**src/rtl/hls_perf_pkg.sv**
```systemverilog
// Shared types and helpers for the HLS handshake performance monitor.
package hls_perf_pkg;

    // Storage width of every statistic; a monitor instance uses CNT_W <= StatW bits of it.
    localparam int unsigned StatW = 32;

    typedef logic [StatW-1:0] stat_t;

    typedef enum logic [1:0] {
        StIdle,
        StRun,
        StDoneWait
    } ch_state_e;

    typedef struct packed {
        stat_t txn;
        stat_t lat_last;
        stat_t lat_min;
        stat_t lat_max;
        stat_t interval;
        stat_t stall;
        stat_t iter;
    } ch_stats_t;

    // Increment that holds at max_val instead of wrapping.
    function automatic stat_t sat_inc(input stat_t val, input stat_t max_val);
        return (val >= max_val) ? max_val : val + stat_t'(1);
    endfunction

    // Statistics as they look after reset or a soft clear.
    function automatic ch_stats_t stats_init(input stat_t max_val);
        ch_stats_t s;
        s         = '0;
        s.lat_min = max_val;
        return s;
    endfunction

endpackage

```
**src/rtl/hls_perf_monitor_ch.sv**
```systemverilog
// One ap_ctrl_chain channel: handshake tracker plus saturating statistics.
module hls_perf_monitor_ch
    import hls_perf_pkg::*;
#(
    parameter int unsigned CNT_W = 32
) (
    input  logic      clock_i,
    input  logic      reset_i,
    input  logic      ap_start_i,
    input  logic      ap_ready_i,
    input  logic      ap_done_i,
    input  logic      ap_continue_i,
    input  logic      iter_pulse_i,
    input  logic      finish_i,
    input  logic      clear_i,
    output ch_stats_t stats_o,
    output logic      busy_o,
    output logic      overlap_err_o
);

    // Counters live in StatW-bit fields but never exceed the CNT_W-bit ceiling.
    localparam stat_t SatMax = stat_t'({CNT_W{1'b1}});

    ch_state_e state_q, state_d;
    ch_stats_t stats_q, stats_d;
    stat_t     lat_cnt_q, lat_cnt_d;
    stat_t     since_q, since_d;
    logic      seen_q, seen_d;
    logic      overlap_q, overlap_d;

    logic  in_idle, in_run, in_wait;
    logic  acc_start, done_evt, stall_evt, overlap_evt;
    stat_t lat_now;

    // Event decode from the current state and handshake inputs.
    always_comb begin
        in_idle     = (state_q == StIdle);
        in_run      = (state_q == StRun);
        in_wait     = (state_q == StDoneWait);
        acc_start   = ap_start_i && (in_idle || (in_run && ap_ready_i));
        // A start with a same-cycle done counts as a one-cycle transaction.
        done_evt    = ap_done_i && (in_run || (in_idle && ap_start_i));
        stall_evt   = in_wait || (in_run && ap_start_i && !ap_ready_i);
        overlap_evt = in_run && ap_start_i && ap_ready_i && !ap_done_i;
        lat_now     = in_idle ? stat_t'(1) : sat_inc(lat_cnt_q, SatMax);
    end

    // Handshake FSM next state.
    always_comb begin
        state_d = state_q;
        unique case (state_q)
            StIdle: begin
                if (ap_start_i && !ap_done_i) state_d = StRun;
            end
            StRun: begin
                if (ap_done_i) state_d = ap_continue_i ? StIdle : StDoneWait;
            end
            StDoneWait: begin
                if (ap_continue_i) state_d = StIdle;
            end
            default: state_d = StIdle;
        endcase
    end

    // Statistics next state: clear beats everything, finish freezes counting.
    always_comb begin
        stats_d   = stats_q;
        lat_cnt_d = lat_cnt_q;
        since_d   = since_q;
        seen_d    = seen_q;
        overlap_d = overlap_q;

        if (clear_i) begin
            stats_d   = stats_init(SatMax);
            lat_cnt_d = stat_t'(1);
            since_d   = '0;
            seen_d    = 1'b0;
            overlap_d = 1'b0;
        end else begin
            // Overlap is a protocol flag, not a counter, so finish does not mask it.
            if (overlap_evt) overlap_d = 1'b1;

            if (!finish_i) begin
                if (iter_pulse_i) stats_d.iter = sat_inc(stats_q.iter, SatMax);
                if (stall_evt) stats_d.stall = sat_inc(stats_q.stall, SatMax);

                if (done_evt) begin
                    stats_d.txn      = sat_inc(stats_q.txn, SatMax);
                    stats_d.lat_last = lat_now;
                    if (lat_now < stats_q.lat_min) stats_d.lat_min = lat_now;
                    if (lat_now > stats_q.lat_max) stats_d.lat_max = lat_now;
                end

                // Overlapped starts do not restart lat_cnt: it tracks the oldest transaction.
                if (in_idle && ap_start_i) begin
                    lat_cnt_d = stat_t'(1);
                end else if (in_run) begin
                    lat_cnt_d = sat_inc(lat_cnt_q, SatMax);
                end

                if (acc_start) begin
                    stats_d.interval = seen_q ? since_q : '0;
                    since_d          = stat_t'(1);
                    seen_d           = 1'b1;
                end else if (seen_q) begin
                    since_d = sat_inc(since_q, SatMax);
                end
            end
        end
    end

    // State and statistics registers with synchronous reset.
    always_ff @(posedge clock_i) begin
        if (reset_i) begin
            state_q   <= StIdle;
            stats_q   <= stats_init(SatMax);
            lat_cnt_q <= '0;
            since_q   <= '0;
            seen_q    <= 1'b0;
            overlap_q <= 1'b0;
        end else begin
            state_q   <= state_d;
            stats_q   <= stats_d;
            lat_cnt_q <= lat_cnt_d;
            since_q   <= since_d;
            seen_q    <= seen_d;
            overlap_q <= overlap_d;
        end
    end

    assign stats_o       = stats_q;
    assign busy_o        = (state_q != StIdle);
    assign overlap_err_o = overlap_q;

endmodule

```
**src/rtl/hls_perf_monitor.sv**
```systemverilog
// Multi-channel HLS handshake performance monitor with registered readout port.
module hls_perf_monitor
    import hls_perf_pkg::*;
#(
    parameter int unsigned NUM_CH = 4,
    parameter int unsigned CNT_W  = 32,
    parameter int unsigned CH_W   = (NUM_CH > 1) ? $clog2(NUM_CH) : 1
) (
    input  logic              clock_i,
    input  logic              reset_i,
    input  logic [NUM_CH-1:0] ap_start_i,
    input  logic [NUM_CH-1:0] ap_ready_i,
    input  logic [NUM_CH-1:0] ap_done_i,
    input  logic [NUM_CH-1:0] ap_continue_i,
    input  logic [NUM_CH-1:0] iter_pulse_i,
    input  logic              finish_i,
    input  logic              clear_i,
    input  logic              rd_req_i,
    input  logic [CH_W-1:0]   rd_ch_i,
    output logic              rd_valid_o,
    output logic [CNT_W-1:0]  rd_txn_o,
    output logic [CNT_W-1:0]  rd_lat_last_o,
    output logic [CNT_W-1:0]  rd_lat_min_o,
    output logic [CNT_W-1:0]  rd_lat_max_o,
    output logic [CNT_W-1:0]  rd_interval_o,
    output logic [CNT_W-1:0]  rd_stall_o,
    output logic [CNT_W-1:0]  rd_iter_o,
    output logic [NUM_CH-1:0] busy_o,
    output logic [NUM_CH-1:0] overlap_err_o
);

    ch_stats_t stats [NUM_CH];
    ch_stats_t rd_sel;
    ch_stats_t rd_q;
    logic      rd_valid_q;

    for (genvar g = 0; g < NUM_CH; g++) begin : g_ch
        hls_perf_monitor_ch #(
            .CNT_W(CNT_W)
        ) u_ch (
            .clock_i      (clock_i),
            .reset_i      (reset_i),
            .ap_start_i   (ap_start_i[g]),
            .ap_ready_i   (ap_ready_i[g]),
            .ap_done_i    (ap_done_i[g]),
            .ap_continue_i(ap_continue_i[g]),
            .iter_pulse_i (iter_pulse_i[g]),
            .finish_i     (finish_i),
            .clear_i      (clear_i),
            .stats_o      (stats[g]),
            .busy_o       (busy_o[g]),
            .overlap_err_o(overlap_err_o[g])
        );
    end

    // Channel select; unpopulated channel numbers read back as zero.
    always_comb begin
        rd_sel = '0;
        for (int unsigned i = 0; i < NUM_CH; i++) begin
            if (rd_ch_i == CH_W'(i)) rd_sel = stats[i];
        end
    end

    // Readout register: captures the pre-update statistics on each request and holds.
    always_ff @(posedge clock_i) begin
        if (reset_i) begin
            rd_valid_q <= 1'b0;
            rd_q       <= '0;
        end else begin
            rd_valid_q <= rd_req_i;
            if (rd_req_i) rd_q <= rd_sel;
        end
    end

    assign rd_valid_o    = rd_valid_q;
    assign rd_txn_o      = rd_q.txn[CNT_W-1:0];
    assign rd_lat_last_o = rd_q.lat_last[CNT_W-1:0];
    assign rd_lat_min_o  = rd_q.lat_min[CNT_W-1:0];
    assign rd_lat_max_o  = rd_q.lat_max[CNT_W-1:0];
    assign rd_interval_o = rd_q.interval[CNT_W-1:0];
    assign rd_stall_o    = rd_q.stall[CNT_W-1:0];
    assign rd_iter_o     = rd_q.iter[CNT_W-1:0];

endmodule

```
**config.mk**
```make
export PLATFORM = sky130hd
export DESIGN_NAME = hls_perf_monitor
export DESIGN_NICKNAME = d
export VERILOG_FILES = /design/src/rtl/hls_perf_pkg.sv /design/src/rtl/hls_perf_monitor_ch.sv /design/src/rtl/hls_perf_monitor.sv
export SDC_FILE = /design/constraint.sdc
export NUM_CORES = 2
export LEC_CHECK = 0
export BUFFER_PORTS_ARGS = -buffer_cell sky130_fd_sc_hd__buf_4
export CORE_MARGIN = 10
export CORE_UTILIZATION = 49
export CTS_BUF_LIST = sky130_fd_sc_hd__clkbuf_8
export DETAILED_ROUTE_END_ITERATION = 7
export HOLD_SLACK_MARGIN = 0.08
export PLACE_DENSITY = 0.65
export SYNTH_ARGS = -nofsm -noshare
export SYNTH_HDL_FRONTEND = slang
export SYNTH_SLANG_ARGS = --single-unit
```
**constraint.sdc**
```tcl
create_clock -name clock_i -period 7.6 [get_ports clock_i]
set_input_delay 0.76 -clock clock_i [delete_from_list [all_inputs] [get_ports clock_i]]
set_output_delay 0.76 -clock clock_i [all_outputs]
set_load 0.01 [all_outputs]
```
==> results by stage <==
Yosys:
- Each instance of the synthesized netlist takes up on average around 8.4 um2.
- After synthesis, the largest family of logic cells by area is simple AND/OR/NAND/NOR gates.
- The post-synthesis share of cell area spent on and, or, nand and nor gates is between 20 and 25%.
- Multiplexer cells account for 12.2% of the synthesized area.
- The synthesized netlist devotes between 10% and 20% of its cell area to compound gates.
- Yosys mapped a number of flops with a built-in enable equal to 0.
- Summing every instance area after synthesis gives slightly above 0.07 mm2.
- The xor and xnor area share after synthesis is a little under 5%.
- Synthesis handed over a netlist of between 8000 and 9000 instances.
- The arithmetic-cell share of the synthesized area counting full adders, half adders and majority gates is 4.50%.
- The most frequently used flop master after synthesis is dfxtp_1.
- After synthesis, the share of flip-flops with an asynchronous set or reset is 0%.
- The share of synthesized area occupied by flip-flops and latches is approximately 38%.
- The number of flip-flops and latches in the synthesized netlist is between 1000 and 1500.
- The number of different library cells in the post-synthesis netlist is between 80 and 90.
- Counting every net in the synthesized netlist gives around 8900.
- The Yosys step of the flow raised 0 warnings.

Detailed routing:
- In this run, the number of DRC markers left after iteration 0 of detailed routing was between 7000 and 8000.
- The DRC violation count after routing is 0.
- After detailed routing, the total wire length is roughly 240000 um.
- The number of optimization iterations in the first detailed-route pass is 7.
- The post-detailed-route via-to-cell ratio is approximately 6.
- Dividing the detail-routed wire length by the instance count gives around 22 um.
- The antenna violation net count after detailed routing is 0.
- The detailed-route via count is 65355.

Clock tree:
- The number of H-tree levels is 4.
- The clock reaches the later pin of the worst-skew pair after 1.00 ns.
- After clock tree synthesis, the clock-pin slew on the worst setup and hold paths is about 0.070 ns.
- The number of instances resized during post-cts repair is 0.
- TritonCTS built the clock tree.
- The root buffer cell is clkbuf_8.
- Post-CTS timing repair inserted 0 buffers for setup.
- The total CTS buffers is between 200 and 250.
- The sink count of the clock tree is 1393.
- The buffer levels on the longest clock path is 3.

GRT:
- The number of antenna violations at the first check in global routing was 5.
- The via count of the first global-routing pass is between 60000 and 70000.
- The leftover overflow at the end of global routing is 0.
- The first global-routing pass estimated about 370000 um of wire.
- Across every metal layer, demand over resource in global routing totals roughly 28%.
- Entering global routing, the biggest net connects between 200 and 250 pins.

Critical path:
- The highest fanout seen on the critical path is 34.
- The worst setup path is captured at a flop.
- The logic depth of the worst register-to-register path is 17.
- The worst setup path is launched from a flop.
- The critical path class is reg -> reg.
- STA puts the critical path data required time at about 8.5 ns.
- For the worst setup path, the data arrival time is 6.98 ns.

STA:
- The clock tree skew after final layout is approximately 0.057 ns.
- The worst path uses roughly 80% of the clock period.
- The count of final hold-check violations came to 0.
- Setup repair after global routing left no endpoint under its margin.
- The worst setup slack after layout is between 1.5 and 2 ns.
- The achievable frequency is 0.165 GHz.
- Counting I/O delays and the setup requirement, the final critical path takes 6.05 ns.
- The max-slew headroom at the worst pin is between 10% and 20%.
- At the pin with the least slew margin, the transition time is 1.28 ns.
- Setup violations remaining at the end of the flow were counted as 0.
- Summed over all failing endpoints, the final setup total negative slack is 0 ns.
- The final count of pins violating max slew is 0.

Cells and area:
- The area growth from synthesis to layout is 11.7%.
- The number of standard cells in the final layout excluding fillers is 10784.
- The net total in the final layout is 8938.
- In the final layout, the multi-input gates occupy between 0.04 and 0.05 mm2.
- The most common cell after layout, fill and taps aside is dfxtp_1.
- The final cell utilization of the core is 55.0%.
- Fill cells in the final layout number ~14000.
- The top cell types in the final layout, fill and taps aside, are 1393 x dfxtp_1, 1119 x nand2_1, 987 x a21oi_1, 711 x nor2_1, 506 x nand3_1.
- The post-route netlist has about an eighth of its cells at a drive strength greater than 1.
- In the final layout, flip-flops and latches occupy between 0.02 and 0.03 mm2.

Placed design:
- The routability congestion estimate is 0.999.
- The number of input and output port buffers inserted is around 260.
- The sum of net half-perimeters after detailed placement is between 150000 and 200000 um.
- The number of cells after detailed placement is roughly 10000.
- The worst-case setup slack after placement is around 1.7 ns.

Floorplan:
- The width of the die is 405 um.
- The die covers roughly 0.16 mm2.
- During I/O placement, the number of pins put on the boundary was 260.
- For this configuration, the core starts out at a cell density of ~49%.
- The floorplan has roughly 140 rows.
- The die height is ~400 um.
- The core region area is 0.147 mm2.

Pwr:
- Dividing total power by cell area gives a power density of 190 mW/mm2.
- The maximum vdd ir drop is ~0.00015 V.
- The analysis attributes to cell leakage a power of around 30 nW.

Min path:
- The cell depth of the worst hold path is 2.
- The min-delay analysis places its worst path in the category in -> reg.

Status:
- The flow ran to the end, and the final reports show no timing, DRC or antenna violations.

Flow run:
- The number of maximum-capacitance violations is 0.
## what timing repair did
item / in CTS / in global routing
hold endpoints to repair: 10 / 0
hold buffers: 11 / 0
setup endpoints to repair: 0 / 0
## cell families after synthesis
logic type      after synthesis
flops                      1393
buf+inv                     860
fa+ha+maj                   262
simple gates               3141
compound gates             1935
mux                         601
xor+xnor                    406
## path summary, 6_finish.rpt
kind | slack, ns | from | to
hold / removal | 0.15 | reset_i | rd_lat_max_o[30]$_SDFFE_PP0P_
setup / recovery | 1.55 | g_ch[0].u_ch.lat_cnt_q[0]$_SDFFE_PP0P_ | g_ch[0].u_ch.stats_o[110]$_SDFFE_PP0P_
setup reg to reg | 1.55 | g_ch[0].u_ch.lat_cnt_q[0]$_SDFFE_PP0P_ | g_ch[0].u_ch.stats_o[110]$_SDFFE_PP0P_
hold reg to reg | 0.45 | g_ch[1].u_ch.stats_o[95]$_SDFFE_PP0P_ | g_ch[1].u_ch.stats_o[95]$_SDFFE_PP0P_
## synth_stat cells, types with 17 or more instances
master / number / area share, %
a211oi_1: 42 / 0.43
inv_1: 297 / 1.5
and3_1: 126 / 1.1
nor2b_1: 52 / 0.45
ha_1: 256 / 4.4
nand2_1: 1120 / 5.8
nand3_1: 507 / 3.5
buf_1: 81 / 0.42
a22oi_1: 51 / 0.53
mux4_2: 224 / 7.0
or2_2: 22 / 0.19
a31oi_1: 64 / 0.55
xnor2_1: 157 / 1.9
nand2b_1: 24 / 0.21
o211ai_1: 117 / 1.2
and2_1: 35 / 0.30
o21ai_0: 457 / 3.2
nand4_1: 171 / 1.5
nor2_1: 725 / 3.8
and4_1: 65 / 0.79
mux2i_1: 377 / 5.2
a211o_1: 17 / 0.21
xor2_1: 249 / 3.0
nor3_1: 138 / 0.95
buf_2: 19 / 0.13
clkbuf_1: 442 / 2.3
nand3b_1: 17 / 0.18
dfxtp_1: 1393 / 38
or3_1: 20 / 0.17
a21oi_1: 991 / 6.8
a21o_1: 79 / 0.82
nor4_1: 66 / 0.57
## final cells by class
class                   count  area share, %
clock inverters           120          0.995
multi-input cells        6345           51.2
well taps                1930           2.98
flip-flops and latches   1393           34.4
repair buffers            379           3.74
inverters                 299           1.39
clock buffers             310           5.27
diodes                      8         0.0247
## worst max-delay path, stage by stage, from the launching register on
cell and delay [ns]:
dfxtp_1 0.43, ha_1 0.30, and4_1 0.32, nand3_1 0.30, nor3_1 0.47, nand2b_1 0.10
buf_4 0.26, a311oi_1 0.68, ha_1 0.26, nand4_1 0.13, nor4_1 0.62, and4_1 0.30
nand2_1 0.06, mux2i_1 0.14, o41ai_1 0.13, a211oi_4 0.94, buf_12 0.27, mux2i_1 0.22
## per-stage QoR
step / cell area, um2 / hold WS [ns] / total power, mW
5_1_grt: 81000 / 0.169 / 15.9
3_5_place_dp: 75800 / 0.443 / 8.32
3_3_place_gp: 75800 / 0.437 / 8.32
6_report: 81000 / 0.155 / 15.4
4_1_cts: 81000 / 0.0844 / 15.5
2_1_floorplan: 72500 / 0.429 / 8.06
## per-layer routing
metal / GRT usage (%) / up-vias / routed length [um]
met5: 0 / - / 0
li1: - / 30741 / -
met4: 10.6 / 0 / 8780
met1: 38.9 / 31545 / 104000
met3: 6.46 / 435 / 22000
met2: 42.9 / 2634 / 105000
## sequential cells by signal, indices dropped and copies added, names as in the netlist
signal and count:
g_ch.u_ch.overlap_err_o 4, g_ch.u_ch.lat_cnt_q 128, rd_lat_min_o 32, rd_txn_o 32, g_ch.u_ch.state_q 8, rd_stall_o 32
rd_interval_o 32, rd_lat_max_o 32, g_ch.u_ch.seen_q 4, g_ch.u_ch.since_q 128, rd_iter_o 32, g_ch.u_ch.stats_o 896
rd_valid_o 1, rd_lat_last_o 32
## report_power, final
group / switching [mW] / internal (mW) / total [mW]
registers: 0.0523 / 7.34 / 7.40
clock network: 3.30 / 3.92 / 7.22
logic: 0.551 / 0.233 / 0.784
total: 3.90 / 11.5 / 15.4
(Power assumes the default switching activity.)
